$ cat src/rtl/tlb_pipe.sv
// Pipelined TLB: two latency-1 search ports, registered read port, write port with
// round-robin fill pointer and a single-cycle INVTLB engine.
module tlb_pipe #(
  parameter int unsigned TLBNUM = 16,
  localparam int unsigned IDXW = $clog2(TLBNUM)
) (
  input  logic            clk,
  input  logic            resetn,
  input  logic            s0_req,
  input  logic [18:0]     s0_vppn,
  input  logic            s0_va_bit12,
  input  logic [9:0]      s0_asid,
  output logic            s0_rsp_valid,
  output logic            s0_found,
  output logic [IDXW-1:0] s0_index,
  output logic [19:0]     s0_ppn,
  output logic [5:0]      s0_ps,
  output logic [1:0]      s0_plv,
  output logic [1:0]      s0_mat,
  output logic            s0_d,
  output logic            s0_v,
  input  logic            s1_req,
  input  logic [18:0]     s1_vppn,
  input  logic            s1_va_bit12,
  input  logic [9:0]      s1_asid,
  output logic            s1_rsp_valid,
  output logic            s1_found,
  output logic [IDXW-1:0] s1_index,
  output logic [19:0]     s1_ppn,
  output logic [5:0]      s1_ps,
  output logic [1:0]      s1_plv,
  output logic [1:0]      s1_mat,
  output logic            s1_d,
  output logic            s1_v,
  input  logic            we,
  input  logic            w_fill,
  input  logic [IDXW-1:0] w_index,
  input  logic            w_e,
  input  logic [18:0]     w_vppn,
  input  logic [5:0]      w_ps,
  input  logic [9:0]      w_asid,
  input  logic            w_g,
  input  logic [19:0]     w_ppn0,
  input  logic [1:0]      w_plv0,
  input  logic [1:0]      w_mat0,
  input  logic            w_d0,
  input  logic            w_v0,
  input  logic [19:0]     w_ppn1,
  input  logic [1:0]      w_plv1,
  input  logic [1:0]      w_mat1,
  input  logic            w_d1,
  input  logic            w_v1,
  output logic [IDXW-1:0] fill_index,
  input  logic [IDXW-1:0] r_index,
  output logic            r_e,
  output logic [18:0]     r_vppn,
  output logic [5:0]      r_ps,
  output logic [9:0]      r_asid,
  output logic            r_g,
  output logic [19:0]     r_ppn0,
  output logic [1:0]      r_plv0,
  output logic [1:0]      r_mat0,
  output logic            r_d0,
  output logic            r_v0,
  output logic [19:0]     r_ppn1,
  output logic [1:0]      r_plv1,
  output logic [1:0]      r_mat1,
  output logic            r_d1,
  output logic            r_v1,
  input  logic            inv_valid,
  input  logic [4:0]      inv_op,
  input  logic [9:0]      inv_asid,
  input  logic [18:0]     inv_vppn,
  output logic            inv_err
);

  typedef struct packed {
    logic [19:0] ppn;
    logic [1:0]  plv;
    logic [1:0]  mat;
    logic        d;
    logic        v;
  } page_t;

  typedef struct packed {
    logic [18:0] vppn;
    logic        ps4;
    logic [9:0]  asid;
    logic        g;
    page_t       p0;
    page_t       p1;
  } entry_t;

  typedef struct packed {
    logic            found;
    logic [IDXW-1:0] index;
    logic [5:0]      ps;
    page_t           pg;
  } srch_t;

  typedef struct packed {
    logic        e;
    logic [18:0] vppn;
    logic [5:0]  ps;
    logic [9:0]  asid;
    logic        g;
    page_t       p0;
    page_t       p1;
  } rd_t;

  logic [TLBNUM-1:0] e_q, e_d;
  entry_t            ent_q [TLBNUM];
  entry_t            w_ent, r_ent;
  logic [IDXW-1:0]   fill_q, w_tgt;
  srch_t             s0_res, s1_res, s0_q, s1_q;
  logic              s0_vld_q, s1_vld_q;
  rd_t               r_q;
  logic              inv_err_q;

  function automatic logic va_hit(input entry_t ent, input logic [18:0] vppn);
    return (ent.vppn[18:9] == vppn[18:9]) && (ent.ps4 || (ent.vppn[8:0] == vppn[8:0]));
  endfunction

  function automatic logic srch_hit(input entry_t ent, input logic e, input logic [18:0] vppn,
                                    input logic [9:0] asid);
    return e && va_hit(ent, vppn) && (ent.g || (ent.asid == asid));
  endfunction

  function automatic srch_t hit_info(input entry_t ent, input int idx, input logic [18:0] vppn,
                                     input logic bit12);
    srch_t res;
    res.found = 1'b1;
    res.index = IDXW'(idx);
    res.ps    = ent.ps4 ? 6'd21 : 6'd12;
    res.pg    = (ent.ps4 ? vppn[8] : bit12) ? ent.p1 : ent.p0;
    return res;
  endfunction

  function automatic logic inv_hit(input entry_t ent, input logic [4:0] op,
                                   input logic [9:0] asid, input logic [18:0] vppn);
    logic am, vm, hit;
    am = (ent.asid == asid);
    vm = va_hit(ent, vppn);
    case (op)
      5'd0, 5'd1: hit = 1'b1;
      5'd2:       hit = ent.g;
      5'd3:       hit = !ent.g;
      5'd4:       hit = !ent.g && am;
      5'd5:       hit = !ent.g && am && vm;
      5'd6:       hit = (ent.g || am) && vm;
      default:    hit = 1'b0;
    endcase
    return hit;
  endfunction

  assign w_tgt = w_fill ? fill_q : w_index;
  assign r_ent = ent_q[r_index];

  always_comb begin
    w_ent = '{vppn: w_vppn, ps4: (w_ps == 6'd21), asid: w_asid, g: w_g,
              p0: '{ppn: w_ppn0, plv: w_plv0, mat: w_mat0, d: w_d0, v: w_v0},
              p1: '{ppn: w_ppn1, plv: w_plv1, mat: w_mat1, d: w_d1, v: w_v1}};
  end

  // Walk from the top down so the lowest matching index is the one that sticks.
  always_comb begin
    s0_res = '0;
    s1_res = '0;
    for (int i = int'(TLBNUM) - 1; i >= 0; i--) begin
      if (srch_hit(ent_q[i], e_q[i], s0_vppn, s0_asid)) begin
        s0_res = hit_info(ent_q[i], i, s0_vppn, s0_va_bit12);
      end
      if (srch_hit(ent_q[i], e_q[i], s1_vppn, s1_asid)) begin
        s1_res = hit_info(ent_q[i], i, s1_vppn, s1_va_bit12);
      end
    end
  end

  // A write in the same cycle wins and the invalidate is dropped.
  always_comb begin
    e_d = e_q;
    if (we) begin
      e_d[w_tgt] = w_e;
    end else if (inv_valid) begin
      for (int i = 0; i < int'(TLBNUM); i++) begin
        if (inv_hit(ent_q[i], inv_op, inv_asid, inv_vppn)) e_d[i] = 1'b0;
      end
    end
  end

  always_ff @(posedge clk or negedge resetn) begin
    if (!resetn) begin
      e_q       <= '0;
      fill_q    <= '0;
      s0_vld_q  <= 1'b0;
      s1_vld_q  <= 1'b0;
      s0_q      <= '0;
      s1_q      <= '0;
      r_q       <= '0;
      inv_err_q <= 1'b0;
    end else begin
      e_q      <= e_d;
      if (we && w_fill) fill_q <= fill_q + IDXW'(1);
      s0_vld_q <= s0_req;
      s1_vld_q <= s1_req;
      s0_q     <= s0_req ? s0_res : '0;
      s1_q     <= s1_req ? s1_res : '0;
      r_q      <= '{e: e_q[r_index], vppn: r_ent.vppn, ps: (r_ent.ps4 ? 6'd21 : 6'd12),
                    asid: r_ent.asid, g: r_ent.g, p0: r_ent.p0, p1: r_ent.p1};
      inv_err_q <= inv_valid && !we && (inv_op > 5'd6);
    end
  end

  always_ff @(posedge clk) begin
    if (we) ent_q[w_tgt] <= w_ent;
  end

  assign s0_rsp_valid = s0_vld_q;
  assign s0_found     = s0_q.found;
  assign s0_index     = s0_q.index;
  assign s0_ppn       = s0_q.pg.ppn;
  assign s0_ps        = s0_q.ps;
  assign s0_plv       = s0_q.pg.plv;
  assign s0_mat       = s0_q.pg.mat;
  assign s0_d         = s0_q.pg.d;
  assign s0_v         = s0_q.pg.v;
  assign s1_rsp_valid = s1_vld_q;
  assign s1_found     = s1_q.found;
  assign s1_index     = s1_q.index;
  assign s1_ppn       = s1_q.pg.ppn;
  assign s1_ps        = s1_q.ps;
  assign s1_plv       = s1_q.pg.plv;
  assign s1_mat       = s1_q.pg.mat;
  assign s1_d         = s1_q.pg.d;
  assign s1_v         = s1_q.pg.v;

  assign fill_index = fill_q;

  assign r_e    = r_q.e;
  assign r_vppn = r_q.vppn;
  assign r_ps   = r_q.ps;
  assign r_asid = r_q.asid;
  assign r_g    = r_q.g;
  assign r_ppn0 = r_q.p0.ppn;
  assign r_plv0 = r_q.p0.plv;
  assign r_mat0 = r_q.p0.mat;
  assign r_d0   = r_q.p0.d;
  assign r_v0   = r_q.p0.v;
  assign r_ppn1 = r_q.p1.ppn;
  assign r_plv1 = r_q.p1.plv;
  assign r_mat1 = r_q.p1.mat;
  assign r_d1   = r_q.p1.d;
  assign r_v1   = r_q.p1.v;

  assign inv_err = inv_err_q;

endmodule
$ cat config.mk
export PLATFORM = sky130hd
export DESIGN_NAME = tlb_pipe
export DESIGN_NICKNAME = d
export VERILOG_FILES = /design/src/rtl/tlb_pipe.sv
export SDC_FILE = /design/constraint.sdc
export NUM_CORES = 2
export LEC_CHECK = 0
export BUFFER_PORTS_ARGS = -buffer_cell sky130_fd_sc_hd__clkbuf_2
export CORE_UTILIZATION = 40
export DETAILED_ROUTE_END_ITERATION = 10
export GPL_TIMING_DRIVEN = 0
export SETUP_SLACK_MARGIN = 0.1
export SLEW_MARGIN = 30
export SYNTH_ARGS = -nofsm -noshare
export SYNTH_HDL_FRONTEND = slang
export SYNTH_SLANG_ARGS = --single-unit
$ cat constraint.sdc
create_clock -name clk -period 6.5 [get_ports clk]
set_clock_uncertainty 0.1 [all_clocks]
set_input_delay 0.325 -clock clk [delete_from_list [all_inputs] [get_ports clk]]
set_output_delay 0.325 -clock clk [all_outputs]
set_load 0.02 [all_outputs]
==> results.md <==
* Clock sink count at 1,503
* Total power at 26.5 mW
* Max-Cap Viols at 0
* Longest Clk Path Bufs at 3
* Largest area contributor in the netlist: edfxtp_1
* Yosys top cell area share at 0.445
* Setup ws final at 0.396 ns
* Clk root buf: clkbuf_16
* P&R area growth vs syn at 18.7%
* Fin. Hold Viols at 4
* Row cnt at 173
* Initial antenna violation count at 40
* Total number of yosys warnings at 0
* Post-cts resize count at 0
* Layout cells sized above 1 at 0.252
* Max-slew violation count at 0
* Pre-CTS setup slack at 0.0376 ns
* Final nets at 7,812
* Routed length on met2 at 189,000 microns
* Starting Density at 0.403
* Count of different cell masters after synthesis at 70
* Lkg Pwr at 36.5 nW
* First-pass GRT wire length at 627,000 microns
* Tcrit/Tclk final at 0.939
* Hold WC Path Type: input port to asynchronous set/reset pin
* Die area at 226,000 sq um
* Setup violations, final at 0
* DRT antenna net count at 0
* Top_reg_cell synth: edfxtp_1
* Gr ovfl total at 0
* Slowest-stage cell, CP: nor4_1
* Met3 WL post-DR at 72,900 microns
* TritonRoute pass-1 iters at 10
* Global-route usage over all layers at 0.415
* Die Span Y at 475 microns
* Post-synth EDFFs at 1,328
* Status: finished, violations left
* Setup CP Type: input port to flop
* 1st-iter DRT viols at 13,600
* H-tree lvl count at 4
* FFs w/ async S/R, synth at 0.116
* I/O pins at 368
* Mapped cell area at 89,700 sq um
* DRC Markers at 0
* Slew @ Worst Pin at 1.27 ns
* Wire per inst at 44.4 microns
* CTS tree: done
* Rel. slew slack at 0.149
* Crit path top cell by count: clkbuf_1
* WL met1 at 181,000 microns
* Synth Register Bits at 1,503
* Critical Path End Type: flop
* Routed WL at 477,000 microns
* Failing checks: hold timing
* Kind of start point of the critical path: input port
* Reg clk slew, reported paths at 0.06 ns
* Setup Total Neg Slack at 0 ns
* Fmax at 0.164 GHz
* Routed vias/inst at 6.94
* Die Wd at 475 microns
* IO Port Bufs at 265
* Crit path cell chain: clkbuf_1 -> buf_2 -> xor2_1 -> nor4_1 -> a41oi_1 -> a211o_1 -> clkbuf_1 -> nand2_1 -> clkbuf_1 -> o22ai_1 -> nor2_1 -> a21oi_1 -> o311ai_1 -> a21oi_1
* Sequential-to-total area share from yosys stat at 0.494
* Clock latency on the worst-skew pair at 0.92 ns
* Final hold slack at -0.0105 ns
* Final min period at 6.10 ns
* Largest cells by area after synthesis: edfxtp_1 (44%), mux4_2 (11%), xor2_1 (7.4%), xnor2_1 (6.4%), mux2i_1 (5.0%)
* Largest stage delay, worst path at 0.82 ns
* HPWL after DPL at 348,000 microns
* Vias in the first global route at 69,500
* Highest routed layer: met5
* Largest net degree at the start of global routing at 65
* CTS buffer count at 170
* Total number of vias at 74,600
* CP Max Fanout at 10
* Critical Path AT at 6.72 ns
* Core footprint at 223,000 sq um
* Post-Synthesis Cells at 6,918
* Synth Area per Inst at 13.0 sq um
* Final RePlAce weighted congestion at 1.03
* Required @ worst endpoint at 7.11 ns
* RSZ-0062 raised after global routing: false
* Max VDD drop at 310 uV
* PD cells at 249 nW/um^2
synthesized netlist by cell type, types with 49 or more instances:
cell / number
edfxtp_1: 1328
xor2_1: 757
xnor2_1: 655
mux2i_1: 448
mux4_2: 420
nand2_1: 386
clkbuf_1: 367
mux2_2: 291
a21oi_1: 281
nor4_1: 200
nand3_1: 186
dfrtp_1: 175
o21ai_0: 154
nor2_1: 131
nand4_1: 130
buf_2: 112
nor2b_1: 70
a211oi_1: 63
nor3_1: 61
buf_1: 60
a221oi_1: 52
o211ai_1: 50
a41oi_1: 49
critical path, delay by kind of cell:
family / cells / cell delay, ns
xor+xnor: 1 / 0.13
buf+inv: 4 / 2.52
simple gates: 3 / 1.75
compound gates: 6 / 1.93
sequential cells by signal (all words and copies together), names as in the netlist, 4 cells and up:
register / cells
s1_ppn: 20
r_ppn0: 20
s0_index: 4
r_asid: 10
fill_index: 4
r_vppn: 19
s0_ppn: 20
r_ppn1: 20
s1_index: 4
e_q: 16
ent_q: 1328
cell families after synthesis:
family,share of synthesized area
DFF,0.494
xor gates and xnor gates,0.138
and+or+nand+nor,0.0689
muxes,0.192
AOI/OAI and AO/OA,0.0802
buffers and inverters,0.0271
other,0.0000838
adders and majority gates,0.000140
where the power goes:
| part | leakage, nW | switching (mW) | internal, mW |
|---|---|---|---|
| combinational | 19.4 | 2.71 | 1.62 |
| clock | 2.90 | 4.48 | 5.96 |
| sequential | 14.2 | 0.599 | 11.1 |
| total | 36.5 | 7.79 | 18.7 |
per-layer routing:
metal / vias to the layer above / track usage
met3: 1550 / 0.165
li1: 28100 / -
met2: 7234 / 0.562
met4: 33 / 0.244
met1: 37700 / 0.555
met5: - / 0.00341
layout by cell type (no fill, tap or decap), drive strengths merged, types with 52 or more instances in the layout:
master,count
nor3,66
a211oi,82
mux2,291
o21ai,182
nor4,203
a21oi,281
clkbuf,867
dlygate4sd3,96
edfxtp,1328
nand4,130
nor2,131
nand3,186
xnor2,655
a221oi,52
nor2b,70
dfrtp,175
buf,353
mux2i,448
mux4,420
xor2,757
nand2,386
path summary, 6_finish.rpt:
| kind | startpoint | to | slack [ns] | cells past startpoint |
|---|---|---|---|---|
| max | s1_asid[0] | s1_ppn[0] | 0.40 | 14 |
| max in group asynchronous | resetn | e_q[6] | 5.82 | 3 |
| min | resetn | s0_index[2] | -0.01 | 3 |
| min reg2reg | fill_index[2] | fill_index[2] | 0.51 | 1 |
| max reg2reg | ent_q[7][54] | s1_ppn[0] | 0.47 | 12 |
| min in group clk | w_fill | fill_index[0] | 0.10 | 4 |
stage by stage:
step           utilization  cells  hold WS (ns)  area, sq um
3_5_place_dp         0.446  10300         0.272        99300
2_1_floorplan            -   6923       -0.0706        89700
4_1_cts              0.478  10700        0.0200       106000
6_report             0.478  10800       -0.0105       106000
5_1_grt              0.478  10700        0.0410       106000
3_3_place_gp         0.426  10200         0.349        94700
layout make-up:
| type | instances | area (sq um) |
|---|---|---|
| fillers | 19800 | 116000 |
| flip-flops and latches | 1503 | 44300 |
| multi-input cells | 4842 | 43700 |
| repair buffers | 518 | 5960 |
| clock buffers | 234 | 4830 |
| well taps | 2975 | 3720 |
| plain buffers | 564 | 2700 |
| clock inverters | 85 | 1170 |
| inverters | 14 | 52.6 |
| diodes | 15 | 37.5 |
repair_timing:
item,in CTS,in global routing
buffers inserted,0,0
endpoints found under the setup margin,0,0
hold buffers,97,0
endpoints found under the hold margin,1515,0
No activity file was read; power rests on OpenSTA's default activity.
